File: src/rtl/slave_bus_pkg.sv
// Shared types and constants for the serial bus slave port.
package slave_bus_pkg;

  typedef enum logic [2:0] {
    IDLE     = 3'd0,
    HDR      = 3'd1,
    WR_DATA  = 3'd2,
    RD_FETCH = 3'd3,
    RD_WAIT  = 3'd4,
    RD_SHIFT = 3'd5
  } state_t;

  localparam logic [2:0] START_PATTERN = 3'b111;
  localparam logic       RW_WRITE      = 1'b1;
  localparam logic       XFER_BURST    = 1'b1;

  // Full control frame: start pattern, ID, R/W, burst, start address.
  function automatic int frame_len(input int id_w, input int addr_w);
    return $bits(START_PATTERN) + id_w + 2 + addr_w;
  endfunction

endpackage

File: src/rtl/slave_bus_port_shifter.sv
// Word shift register shared by the write (serial in) and read (serial out)
// paths; the two never overlap so one register serves both.
module serial_shifter #(
  parameter int DATA_WIDTH = 8
) (
  input  logic                  clk,
  input  logic                  rst,
  input  logic                  clr_i,
  input  logic                  load_i,
  input  logic [DATA_WIDTH-1:0] load_data_i,
  input  logic                  shift_i,
  input  logic                  sin_i,
  output logic [DATA_WIDTH-1:0] data_o,
  output logic                  at_last_bit_o
);

  localparam int CW = (DATA_WIDTH > 1) ? $clog2(DATA_WIDTH) : 1;

  logic [DATA_WIDTH-1:0] data_q, data_d;
  logic [CW-1:0]         cnt_q, cnt_d;

  // at_last_bit_o: the next shift completes a word (word-done when shift_i is high).
  assign data_o        = data_q;
  assign at_last_bit_o = (cnt_q == CW'(DATA_WIDTH - 1));

  // Next-state: clear beats load beats shift; count wraps at a full word.
  always_comb begin
    data_d = data_q;
    cnt_d  = cnt_q;
    if (clr_i) begin
      data_d = '0;
      cnt_d  = '0;
    end else if (load_i) begin
      data_d = load_data_i;
      cnt_d  = '0;
    end else if (shift_i) begin
      data_d = {data_q[DATA_WIDTH-2:0], sin_i};
      cnt_d  = at_last_bit_o ? '0 : cnt_q + CW'(1);
    end
  end

  // Shift register and bit counter.
  always_ff @(posedge clk) begin
    if (rst) begin
      data_q <= '0;
      cnt_q  <= '0;
    end else begin
      data_q <= data_d;
      cnt_q  <= cnt_d;
    end
  end

endmodule

File: src/rtl/slave_bus_port.sv
// Slave endpoint of the serial master-slave bus: decodes the control frame,
// filters on MY_ID and turns serial write/read traffic into memory strobes.
// Handshake: ready is high while the port can take write bits (IDLE, WR_DATA);
// a wD bit is consumed on each cycle valid is high in WR_DATA, and control=1
// during a burst is a stop that overrides valid.
module slave_bus_port
  import slave_bus_pkg::*;
#(
  parameter int DATA_WIDTH = 8,
  parameter int ADDR_WIDTH = 12,
  parameter int ID_WIDTH   = 2,
  parameter int MY_ID      = 0
) (
  input  logic                  clk,
  input  logic                  rst,
  input  logic                  control,
  input  logic                  wD,
  input  logic                  valid,
  output logic                  rD,
  output logic                  ready,
  output logic [ADDR_WIDTH-1:0] mem_addr,
  output logic [DATA_WIDTH-1:0] mem_wdata,
  output logic                  mem_we,
  output logic                  mem_re,
  input  logic [DATA_WIDTH-1:0] mem_rdata,
  output state_t                dbg_state_o
);

  localparam int FRAME_LEN = frame_len(ID_WIDTH, ADDR_WIDTH);
  localparam int HDR_LEN   = FRAME_LEN - $bits(START_PATTERN);
  localparam int HCW       = $clog2(HDR_LEN);

  state_t                state_q, state_d;
  logic [2:0]            start_q, start_d;
  logic [HDR_LEN-2:0]    hdr_q, hdr_d;
  logic [HDR_LEN-1:0]    hdr_full;
  logic [HCW-1:0]        hcnt_q, hcnt_d;
  logic [ADDR_WIDTH-1:0] addr_q, addr_d;
  logic                  burst_q, burst_d;
  logic                  stop_q, stop_d;
  logic [ADDR_WIDTH-1:0] mem_addr_q, mem_addr_d;
  logic [DATA_WIDTH-1:0] mem_wdata_q, mem_wdata_d;
  logic                  mem_we_q, mem_we_d, mem_re_q, mem_re_d;
  logic                  rd_q, rd_d, ready_q;
  logic                  sh_load, sh_shift, sh_sin, sh_last;
  logic [DATA_WIDTH-1:0] sh_data, sh_load_data;

  assign rD          = rd_q;
  assign ready       = ready_q;
  assign mem_addr    = mem_addr_q;
  assign mem_wdata   = mem_wdata_q;
  assign mem_we      = mem_we_q;
  assign mem_re      = mem_re_q;
  assign dbg_state_o = state_q;

  // The shifter holds the bits still to be sent on a read, so the first bit
  // goes straight from mem_rdata to rD and the rest are loaded pre-shifted.
  assign sh_load_data = {mem_rdata[DATA_WIDTH-2:0], 1'b0};

  serial_shifter #(.DATA_WIDTH(DATA_WIDTH)) u_shifter (
    .clk           (clk),
    .rst           (rst),
    .clr_i         (state_q == IDLE),
    .load_i        (sh_load),
    .load_data_i   (sh_load_data),
    .shift_i       (sh_shift),
    .sin_i         (sh_sin),
    .data_o        (sh_data),
    .at_last_bit_o (sh_last)
  );

  // Next-state and registered-output values for the frame/transfer FSM.
  always_comb begin
    state_d     = state_q;
    start_d     = '0;
    hdr_d       = hdr_q;
    hcnt_d      = hcnt_q;
    addr_d      = addr_q;
    burst_d     = burst_q;
    stop_d      = stop_q;
    mem_addr_d  = mem_addr_q;
    mem_wdata_d = mem_wdata_q;
    mem_we_d    = 1'b0;
    mem_re_d    = 1'b0;
    rd_d        = 1'b0;
    sh_load     = 1'b0;
    sh_shift    = 1'b0;
    sh_sin      = 1'b0;
    hdr_full    = {hdr_q, control};
    case (state_q)
      IDLE: begin
        start_d = {start_q[1:0], control};
        stop_d  = 1'b0;
        hcnt_d  = '0;
        if (start_d == START_PATTERN) begin
          state_d = HDR;
          start_d = '0;
        end
      end
      HDR: begin
        hdr_d  = hdr_full[HDR_LEN-2:0];
        hcnt_d = hcnt_q + HCW'(1);
        if (hcnt_q == HCW'(HDR_LEN - 1)) begin
          hcnt_d = '0;
          if (hdr_full[HDR_LEN-1 -: ID_WIDTH] != ID_WIDTH'(MY_ID)) begin
            state_d = IDLE;
          end else begin
            addr_d  = hdr_full[ADDR_WIDTH-1:0];
            burst_d = hdr_full[ADDR_WIDTH];
            if (hdr_full[ADDR_WIDTH+1] == RW_WRITE) begin
              state_d = WR_DATA;
            end else begin
              state_d    = RD_FETCH;
              mem_re_d   = 1'b1;
              mem_addr_d = hdr_full[ADDR_WIDTH-1:0];
            end
          end
        end
      end
      WR_DATA: begin
        if ((burst_q == XFER_BURST) && control) begin
          // Stop: any partial word is dropped when IDLE clears the shifter.
          state_d = IDLE;
        end else if (valid) begin
          sh_shift = 1'b1;
          sh_sin   = wD;
          if (sh_last) begin
            mem_we_d    = 1'b1;
            mem_wdata_d = {sh_data[DATA_WIDTH-2:0], wD};
            mem_addr_d  = addr_q;
            addr_d      = addr_q + ADDR_WIDTH'(1);
            if (burst_q != XFER_BURST) state_d = IDLE;
          end
        end
      end
      RD_FETCH: begin
        stop_d  = stop_q | control;
        state_d = RD_WAIT;
      end
      RD_WAIT: begin
        stop_d  = stop_q | control;
        sh_load = 1'b1;
        rd_d    = mem_rdata[DATA_WIDTH-1];
        state_d = RD_SHIFT;
      end
      RD_SHIFT: begin
        stop_d   = stop_q | control;
        sh_shift = 1'b1;
        if (sh_last) begin
          addr_d = addr_q + ADDR_WIDTH'(1);
          if ((burst_q == XFER_BURST) && !stop_d) begin
            state_d    = RD_FETCH;
            mem_re_d   = 1'b1;
            mem_addr_d = addr_d;
          end else begin
            state_d = IDLE;
          end
        end else begin
          rd_d = sh_data[DATA_WIDTH-1];
        end
      end
      default: state_d = IDLE;
    endcase
  end

  // State and registered outputs.
  always_ff @(posedge clk) begin
    if (rst) begin
      state_q     <= IDLE;
      start_q     <= '0;
      hdr_q       <= '0;
      hcnt_q      <= '0;
      addr_q      <= '0;
      burst_q     <= 1'b0;
      stop_q      <= 1'b0;
      mem_addr_q  <= '0;
      mem_wdata_q <= '0;
      mem_we_q    <= 1'b0;
      mem_re_q    <= 1'b0;
      rd_q        <= 1'b0;
      ready_q     <= 1'b1;
    end else begin
      state_q     <= state_d;
      start_q     <= start_d;
      hdr_q       <= hdr_d;
      hcnt_q      <= hcnt_d;
      addr_q      <= addr_d;
      burst_q     <= burst_d;
      stop_q      <= stop_d;
      mem_addr_q  <= mem_addr_d;
      mem_wdata_q <= mem_wdata_d;
      mem_we_q    <= mem_we_d;
      mem_re_q    <= mem_re_d;
      rd_q        <= rd_d;
      ready_q     <= (state_d == IDLE) || (state_d == WR_DATA);
    end
  end

endmodule

File: config.mk
export PLATFORM = sky130hd
export DESIGN_NAME = slave_bus_port
export DESIGN_NICKNAME = d
export VERILOG_FILES = /design/src/rtl/slave_bus_pkg.sv /design/src/rtl/slave_bus_port_shifter.sv /design/src/rtl/slave_bus_port.sv
export SDC_FILE = /design/constraint.sdc
export NUM_CORES = 1
export LEC_CHECK = 0
export ABC_CLOCK_PERIOD_IN_PS = 2300
export CAP_MARGIN = 20
export CORE_MARGIN = 4
export CORE_UTILIZATION = 56
export CTS_BUF_LIST = sky130_fd_sc_hd__clkbuf_16
export CTS_CLUSTER_DIAMETER = 150
export DETAILED_ROUTE_END_ITERATION = 8
export GPL_ROUTABILITY_DRIVEN = 0
export PLACE_DENSITY = 0.79
export SLEW_MARGIN = 20
export SYNTH_ARGS = -nofsm -noshare
export SYNTH_HDL_FRONTEND = slang
export SYNTH_SLANG_ARGS = --single-unit
File: constraint.sdc
create_clock -name clk -period 2.3 [get_ports clk]
set_input_delay 0.46 -clock clk [delete_from_list [all_inputs] [get_ports clk]]
set_output_delay 0.46 -clock clk [all_outputs]
set_load 0.05 [all_outputs]
==> summary.md <==
| Metric | Value |
|---|---|
| Status | `complete, no violations` |
| DP Area | `4280 µm²` |
| Hold Fails Final Rpt | `0` |
| Post-synth top area cell | `dfxtp_1` |
| Hold buffer count at CTS | `0` |
| Post-CTS Repair Setup Buffers | `0` |
| Primary FF master, synth | `dfxtp_1` |
| Asr flop ratio synth | `0%` |
| Synth Warn # | `0` |
| First-pass GRT wire length | `17300 µm` |
| WL per Instance | `18.4 µm` |
| Vias | `3888` |
| Req. time, crit path | `2.48 ns` |
| Most common cell in the synthesized netlist | `nand2_1` |
| CTS sink count | `73` |
| Yosys top cell area share | `39.1%` |
| Worst-Margin Slew | `0.691 ns` |
| # DRC | `0` |
| Row cnt | `29` |
| IO Port Bufs | `39` |
| Rel. slew slack | `53.9%` |
| Ports | `40` |
| GR Util All Layers | `27.6%` |
| Num CTS Buffers | `9` |
| ANT cells | `0` |
| CTS tree | `yes` |
| Clk_lat worst skew | `0.33 ns` |
| Worst clock skew | `0.00591 ns` |
| Number of synthesized flops with an enable pin | `0` |
| Syn nets | `471` |
| Synth Area in Simple Gates | `21.8%` |
| Vias in the first global route | `3580` |
| Post-synthesis mux area share | `4.05%` |
| Compound-cell area share of the yosys netlist | `29.0%` |
| Fin area | `4630 µm²` |
| Top post-synthesis cells by area | `dfxtp_1, nand2_1, a21oi_1` |
| Initial Util | `58.1%` |
| Worst setup SP type | `flop` |
| H-tree depth | `3` |
| P_leak | `1.62 nW` |
| Fin nets | `512` |
| Worst Hold Class | `flop to flop` |
| VDD IR max | `0.000485 V` |
| Die width | `89.7 µm` |
| DR vias/cell | `6.74` |
| Commonest cells in the netlist | `nand2_1, dfxtp_1, a21oi_1, nor2_1, clkbuf_1` |
| Die Area | `8040 µm²` |
| Period utilization | `98.4%` |
| Largest fanout on the critical path | `17` |
| Post-Syn Instances | `454` |
| ANT nets after route | `0` |
| Clock transition at path regs | `0.06 ns` |
| Initial antenna violation count | `0` |
| Core box area | `6420 µm²` |
| Synth cell types | `63` |
| Syn Std Cell Area | `3730 µm²` |
| Sequential share of the synthesized area | `39.1%` |
| Setup CP Type | `flop to flop` |
| Total grt overflow | `0` |
| Die height | `89.7 µm` |
| Final WL | `10600 µm` |
| Post-DP HPWL | `7140 µm` |
| Setup TNS | `0 ns` |
| Setup Viol. Count Final | `0` |
| Crit path DAT | `2.44 ns` |
| Post-Syn Area per Cell | `8.22 µm²` |
| Period minus WS final | `2.26 ns` |
| Longest Clk Path Bufs | `2` |
| RSZ-0062 raised after global routing | `no` |
| XOR/XNOR Fraction of Synth Area | `0%` |
| Root Driver | `clkbuf_16` |
| Post-CTS sizing | `0` |
| Count of pins over their slew limit | `0` |
| Area Growth Syn to Fin | `24.1%` |
| Main combinational cell family by area after synthesis | `compound AO/OA/AOI/OAI gates` |
| Largest net degree at the start of global routing | `57` |
| Synthesized flop and latch total | `73` |
| Adder-Cell Fraction of Synth Area | `1.34%` |
| Element type at the critical path end | `flop` |
| Pwr Density | `647 nW/µm²` |
| DR pass1 iterations | `5` |
| Share of layout cells above drive strength 1 | `12.0%` |
| FMAX | `442 MHz` |
| Initial drt markers | `341` |
| Max Cap Violations | `0` |
stage by stage:
stage,worst slack [ns],instances,hold WS [ns],utilization (%),power (W)
5_1_grt,0.0261,577,0.495,72.1,0.00306
3_5_place_dp,0.00452,561,0.451,66.7,0.00140
4_1_cts,0.0410,577,0.462,72.0,0.00300
3_3_place_gp,0.0659,561,0.439,66.7,0.00140
2_1_floorplan,0.0557,454,0.431,-,0.00135
6_report,0.0357,577,0.458,72.1,0.00300
layout make-up:
class / count / area, µm²
Sequential cell: 73 / 1460
Clock inverter: 7 / 120
Clock buffer: 9 / 225
Fill cell: 490 / 1790
Timing Repair Buffer: 68 / 613
Inverter: 3 / 11.3
Tap cell: 77 / 96.3
Multi-Input combinational cell: 340 / 2100
metal layers:
layer  vias up  GRT usage, %  share of wire (%)
met5         -             0                  0
met4         0          9.47                1.9
met3        31          7.39                 10
met2       240          43.3                 46
met1      1822          36.9                 42
li1       1795             -                  -
power breakdown:
part | internal (W) | total [W] | switching, W
sequential | 0.00127 | 0.00127 | 0.00000429
clock | 0.00106 | 0.00162 | 0.000560
combinational | 0.0000414 | 0.000101 | 0.0000597
state kept, by name, indices dropped and copies added, names as in the netlist:
name              cells
mem_we                1
hdr_q                15
addr_q               12
stop_q                1
mem_addr             12
dbg_state_o           3
u_shifter.cnt_q       3
mem_wdata             8
ready                 1
start_q               2
u_shifter.data_o      8
burst_q               1
mem_re                1
rD                    1
hcnt_q                4
critical path: stages (launching register included):
cell and delay, ns:
dfxtp_1 0.47, buf_4 0.27, nor3b_2 0.50, o21ai_1 0.34, buf_4 0.27, a31oi_1 0.18, a311oi_1 0.08
path summary, 6_finish.rpt:
kind | from | depth (start not counted) | end | slack (ns)
worst max register to register | dbg_state_o[0] | 6 | mem_addr[11] | 0.04
worst max-delay path | dbg_state_o[0] | 6 | mem_addr[11] | 0.04
worst min-delay path | mem_wdata[5] | 2 | mem_wdata[5] | 0.46
worst min register to register | mem_wdata[5] | 2 | mem_wdata[5] | 0.46
cells by family after synthesis:
family / Yosys count
buffers and inverters: 41
DFF: 73
muxes: 15
AOI/OAI and AO/OA: 150
adders and majority gates: 4
and+or+nand+nor: 171
cells in the final DEF (no fill, tap or decap), types with 4 or more instances in the layout:
master,n
or3_1,6
nand2_1,78
a311oi_1,10
clkbuf_16,9
buf_4,30
clkdlybuf4s50_1,35
o211ai_1,4
o32ai_1,7
a21oi_1,44
nand4_1,6
nand3_1,15
and3_1,5
o31a_1,6
nor3_1,4
o21ai_0,9
nor2b_1,6
dfxtp_1,73
a31oi_1,14
mux2i_1,14
nor2_1,27
a211oi_1,20
ha_1,4
No activity file was read; power rests on OpenSTA's default activity.
